## src/rtl/mul_unit.sv

```systemverilog
// mul_unit: iterative shift-add multiply / multiply-accumulate (MUL/MLA).
// It takes one multiplier bit per cycle. Result, tag and flags are registered.
// They update only on the finishing edge, so they stay stable for writeback.
module mul_unit #(
    parameter int WIDTH      = 32,
    parameter int EARLY_EXIT = 0
) (
    input  logic             clk,
    input  logic             Reset,
    input  logic             Start,
    input  logic             Accumulate,
    input  logic [WIDTH-1:0] Rm,
    input  logic [WIDTH-1:0] Rs,
    input  logic [WIDTH-1:0] Acc,
    input  logic [3:0]       RdIn,
    output logic             Busy,
    output logic             Done,
    output logic [WIDTH-1:0] Result,
    output logic [3:0]       RdOut,
    output logic             N,
    output logic             Z
);

    localparam int CW = $clog2(WIDTH) + 1;

    typedef enum logic {IDLE, RUN} state_t;

    state_t           state_q, state_d;
    logic [WIDTH-1:0] m_q, q_q, p_q;
    logic [CW-1:0]    count_q;
    logic [3:0]       rd_q;

    logic [WIDTH-1:0] p_next, q_next;
    logic             accept, last, finish;

    // State register; reset wins over everything, including Start
    always_ff @(posedge clk) begin
        if (!Reset) state_q <= IDLE;
        else        state_q <= state_d;
    end

    // Next-state: IDLE -> RUN on Start, RUN -> IDLE on the final iteration
    always_comb begin
        state_d = state_q;
        case (state_q)
            IDLE:    if (Start)  state_d = RUN;
            RUN:     if (finish) state_d = IDLE;
            default:             state_d = IDLE;
        endcase
    end

    // Iteration decode: the next partial sum and whether this step is the last one
    always_comb begin
        p_next = q_q[0] ? (p_q + m_q) : p_q;   // carry out dropped, mod 2^WIDTH
        q_next = q_q >> 1;
        last   = (count_q == CW'(WIDTH - 1)) ||
                 ((EARLY_EXIT != 0) && (q_next == '0));
        accept = (state_q == IDLE) && Start;
        finish = (state_q == RUN) && last;
    end

    // Operand capture on accept, then one shift-add step per RUN cycle
    always_ff @(posedge clk) begin
        if (!Reset) begin
            m_q     <= '0;
            q_q     <= '0;
            p_q     <= '0;
            count_q <= '0;
            rd_q    <= '0;
        end else if (accept) begin
            m_q     <= Rm;
            q_q     <= Rs;
            p_q     <= Accumulate ? Acc : '0;
            count_q <= '0;
            rd_q    <= RdIn;
        end else if (state_q == RUN) begin
            m_q     <= m_q << 1;
            q_q     <= q_next;
            p_q     <= p_next;
            count_q <= count_q + CW'(1);
        end
    end

    // Registered outputs. The writeback fields change only when an operation completes.
    always_ff @(posedge clk) begin
        if (!Reset) begin
            Busy   <= 1'b0;
            Done   <= 1'b0;
            Result <= '0;
            RdOut  <= '0;
            N      <= 1'b0;
            Z      <= 1'b0;
        end else begin
            Busy <= (state_d == RUN);
            Done <= finish;
            if (finish) begin
                Result <= p_next;
                RdOut  <= rd_q;
                N      <= p_next[WIDTH-1];
                Z      <= (p_next == '0);
            end
        end
    end

endmodule
```

## config.mk

```make
export PLATFORM = sky130hd
export DESIGN_NAME = mul_unit
export DESIGN_NICKNAME = d
export VERILOG_FILES = /design/src/rtl/mul_unit.sv
export SDC_FILE = /design/constraint.sdc
export NUM_CORES = 1
export LEC_CHECK = 0
export ABC_AREA = 1
export CORE_ASPECT_RATIO = 0.9
export CORE_MARGIN = 10
export CORE_UTILIZATION = 35
export DETAILED_ROUTE_END_ITERATION = 10
export GPL_ROUTABILITY_DRIVEN = 1
export PLACE_DENSITY_LB_ADDON = 0.05
export SYNTH_ARGS = -nofsm -noshare
export SYNTH_HDL_FRONTEND = slang
export SYNTH_SLANG_ARGS = --single-unit
```

## constraint.sdc

```tcl
create_clock -name clk -period 2.35 [get_ports clk]
set_input_delay 0.47 -clock clk [delete_from_list [all_inputs] [get_ports clk]]
set_output_delay 0.47 -clock clk [all_outputs]
set_load 0.005 [all_outputs]
```

-- Word-level counts from Yosys, hierarchy flattened
Cells that the tools add are included.
- logic and storage cells: 32
- output and inout port bits: 40
- register bits after elaboration: 146
- equality and inequality tests: 1
- reduce and logical (&&, ||, !) cells: 5
- mux-type cells: 11
- bitwise gates (word level): 2
- add/sub/neg operators: 2
- operator list (kind ; count):
    $mux W32 ; 8
    $add A32 B32 Y32 ; 1
    $logic_not A32 Y1 ; 1
    $add A6 B1 Y6 const B ; 1
    $eq A6 B5 Y1 const B ; 1
    $logic_and A1 B1 Y1 ; 2
    $mux W1 ; 2
    $not A1 Y1 ; 2
    $pmux W1 S2 ; 1
    $reduce_bool A2 Y1 ; 1
    $reduce_or A2 Y1 ; 1

-- Longest topological paths before layout
- depth in word-level cells: 4
- mapped depth: 18
- depth with buffers taken out: 18

-- Worst setup path before layout
Ideal clock, no wire load.
- path kind: flip-flop to flip-flop
- from: register m_q[0]
- to: register Z
- cell stages (with the launch flop): 18
- arrival: 1.988 ns
- path buffers: 0
- path slack: 0.304 ns
- cells stage by stage: dfxtp_1 > ha_1 > fa_1 > nand2_1 > nand2_2 > nand3_1 > nand2_2 > nand2_1 > nand2_1 > nand2_1 > nand3_1 > o21ai_2 > nand2_1 > nor2_1 > nand2_1 > nor2_1 > nand3_1 > nand2_1
- cells in the longest elaborated chain, start to end: 3
- ends and longest elaborated chain (element ; RTL line ; source):
    from (decl) ; 29 ; logic [WIDTH-1:0] m_q, q_q, p_q;
    from (signal assigned) ; 71 ; m_q <= Rm;
    from (signal assigned) ; 77 ; m_q <= m_q << 1;
    $add A32 B32 Y32 ; 54 ; p_next = q_q[0] ? (p_q + m_q) : p_q;
    $mux W32 ; 54 ;
    $logic_not A32 Y1 ; 100 ; Z <= (p_next == '0);
    to (signal assigned) ; 100 ;
    to (decl) ; 21 ; output logic Z
Every way passes these cells.
A chain may end at the register's enable or synchronous reset.

-- Worst setup path in the final report
- from: register p_q[8]
- to: register Z
- cells in the longest elaborated chain, start to end: 3
- ends and longest elaborated chain (element ; RTL line ; source):
    from (decl) ; 29 ;
    from (signal assigned) ; 73 ; p_q <= Accumulate ? Acc : '0;
    from (signal assigned) ; 79 ; p_q <= p_next;
    $add A32 B32 Y32 ; 54 ;
    $mux W32 * ; 54 ;
    $logic_not A32 Y1 * ; 100 ;
Mark *: on every way between the ends. The rest lies on a longest branch, timed or not.

==> out/metrics.yaml <==
status: "completed"
min_to: "rd_q[3]"
p_per_area_mw_per_mm2: 544.5
use_met1: 0.2705
period_needed_ns: 2.240
cpPeakStageDelay_ns: 0.35
seqPwrFrac: 0.392
cts_tree: "done"
core-area_sq_mm: 0.02512
r2r-end: "Z"
dp_hpwl_um: 26500
hold_viol: 0
drt_iter0_markers: 641
portBuffers: 143
dp.cells: 1941
multi_input_area_sq_mm: 0.005564
grt.total_usage: 0.2056
maxSlewViolCount: 0
busiest_layer: "met2"
pin_count: 144
grt_max_degree: 75
critPathMaxFanout: 3
drcViolationCount: 0
max_freq_mhz: 446.5
combPwrFrac: 0.200
initial_core_util: 0.3546
synthCells: 1440
ys.flop_type: "dfxtp_1"
routed_wl_um: 34290
cts.sink_count: 145
worst_pin_slew_ns: 0.5539
swShare: 0.3130
hold_path_depth: 2
setup_viol: 0
ir_drop_uv: 497.0
arrival_ns: 2.61
design_area_sq_mm: 0.01257
fin_util: 0.5006
worstPathCellList: "ha_4, buf_4, nand2_4, nor2_4, buf_4, nand2_1, nor2_1, nand2_1, nand3_1, nand2_1, nand3_2, nand2_2, nor2_1, nand2_1, nor2_2, nand3_1, nand2_1"
overflow: 0
dp_slack_ns: -0.1225
path_clk_slew_ns: 0.07
antenna_found_initial: 1
maxCapViolCount: 0
r2r-start: "p_q[8]"
fin_hold_ws_ns: 0.4490
wire_per_inst_um: 17.27
htree_levels: 4
area_growth_pct: 41.17
grt_pass1_vias: 9237
cts-root-buf: "clkbuf_16"
min_from: "rd_q[3]"
clk_latency_ns: 0.43
fin_skew_ns: 0.01289
finalPower_mw: 6.847
yosys.cell_types.count: 41
yosys_warnings: 0
synth_area_sq_mm: 0.008907
hold_class: "reg -> reg"
cp-end-kind: "flip-flop"
crit_top_cell: "nand2_1"
clkPwrFrac: 0.408
critical_path_class: "reg -> reg"
yosys_register_bits: 145
cpMaxStageDelayCell: "dfxtp_4"
syn_nets: 1577
stdcell_count: 1986
grt_pass1_wl_um: 52030
postSynthAreaPerCell_sq_um: 6.186
r2r_cells: 17
register_area_sq_mm: 0.002965
nets: 1768
vias_per_cell: 4.840
synth-edff-count: 0
p_switching_mw: 2.143
setup_ws_ns: 0.1104
tns_ns: 0
die_area_sq_mm: 0.03224
cts.path.max_buffers: 2
worstSetupStartpoint: "p_q[8]"
seq_area_frac_synth: 0.3259
placed_area_sq_mm: 0.01111
intPower_mw: 4.704
met2_usage: 0.3399
drtAntennaViolNets: 0
vias: 9613
rows: 55
grtUsageMet3: 0.03927
cp.required_ns: 2.72
dieWidth_um: 188.2
critPathLaunchType: "flip-flop"
async_flop_share: 0
cts_inserted_buffers: 17
routabilityCongestion: 0.9344
drive_gt1_frac: 0.2002
p_leak_nw: 5.815
fill_cells: 2566
period_share: 0.9530
r2r_slack_ns: 0.11
die_y_um: 171.3
relSlewSlack: 0.6307
drt-pass1-iter-count: 5
hold_buffers: 0
-- placed cells by master (no fill, tap or decap), drive strengths merged, types with 16 or more instances in the layout --
master and instances:
buf 88, clkbuf 17, inv 242, a31oi 25
o21ai 41, nor2 70, nand3 125, clkdlybuf4s50 142
dfxtp 145, a22o 16, ha 32, nand2 568
a21oi 36, o211ai 22
-- synth_stat cells (2+ instances only) --
cell type | number | area (sq um)
nand2_1 | 556 | 2087
inv_1 | 230 | 863.3
dfxtp_1 | 145 | 2903
nand3_1 | 122 | 610.6
nor2_1 | 59 | 221.5
clkbuf_1 | 41 | 153.9
o21ai_0 | 38 | 190.2
a21oi_1 | 34 | 170.2
ha_1 | 32 | 400.4
a31oi_1 | 25 | 156.4
o211ai_1 | 22 | 165.2
a22o_1 | 15 | 131.4
o221ai_1 | 14 | 122.6
nand2_2 | 12 | 75.07
or2_2 | 12 | 75.07
nor2_2 | 10 | 62.56
nand4_1 | 8 | 50.05
buf_2 | 7 | 35.03
a32oi_1 | 6 | 52.55
nor3_1 | 6 | 30.03
buf_1 | 5 | 18.77
nand3b_1 | 5 | 37.54
inv_2 | 4 | 15.01
nor3b_1 | 4 | 30.03
clkinv_1 | 3 | 11.26
nand3_2 | 3 | 30.03
nor3_2 | 3 | 30.03
a21oi_2 | 2 | 17.52
clkbuf_8 | 2 | 27.53
o21ai_1 | 2 | 10.01
or2_1 | 2 | 12.51
xor2_1 | 2 | 17.52
-- worst max-delay path, delay by kind of cell (launching register included) --
family	cells	cell delay (ns)
simple gates	14	1.31
flops	1	0.35
fa+ha+maj	1	0.27
buf+inv	2	0.25
-- area by class of cell --
class,instances,share of cell area
Antenna cell,1,0.0001990
Clock buffer,17,0.03383
Clock inverter,14,0.01323
Inverter,237,0.07075
Multi-Input combinational cell,1000,0.4425
Sequential cell,145,0.2358
Tap cell,342,0.03403
Timing Repair Buffer,230,0.1697
-- cells by family after synthesis --
logic type,after synthesis,synth area share
DFF,145,0.3259
xor gates and xnor gates,3,0.002950
AOI/OAI and AO/OA,161,0.1170
buffers and inverters,295,0.1294
and+or+nand+nor,803,0.3776
adders and majority gates,33,0.04720
-- power groups by stage --
stage	Sequential (mW)	Clock (mW)	Combinational, mW
after floorplan	2.67	0	0.666
after global placement	2.71	0	1.22
after detailed placement	2.71	0	1.22
after CTS	2.66	2.84	1.24
after global routing	2.70	2.94	1.50
final	2.69	2.79	1.37
-- state kept, by name, indices dropped and copies added (netlist names), 4 cells and up --
name / flops
Result: 32
m_q: 32
p_q: 32
q_q: 32
count_q: 6
RdOut: 4
rd_q: 4
-- metal layers --
metal / part of all wire / wire, um
met5: 0 / 0
met4: 0.016 / 550
met3: 0.054 / 1854
met2: 0.47 / 16100
met1: 0.46 / 15790
-- worst max path at each step --
stage	endpoint	slack [ns]	cells after the start
2_1_floorplan	Z	0.30	17
3_3_place_gp	Z	-0.24	16
3_5_place_dp	Z	-0.12	16
4_1_cts	Z	0.0008	16
5_1_grt	Z	-0.05	18
6_report	Z	0.11	17
-- timing repair --
| item | in CTS | in global routing |
|---|---|---|
| endpoints found under the hold margin | 0 | 0 |
| resized for setup | 13 | 187 |
| setup buffers | 2 | 11 |
| pin swaps | 2 | 46 |
| endpoints found under the setup margin | 2 | 18 |
Note: power is estimated with default switching activity, not from simulation.
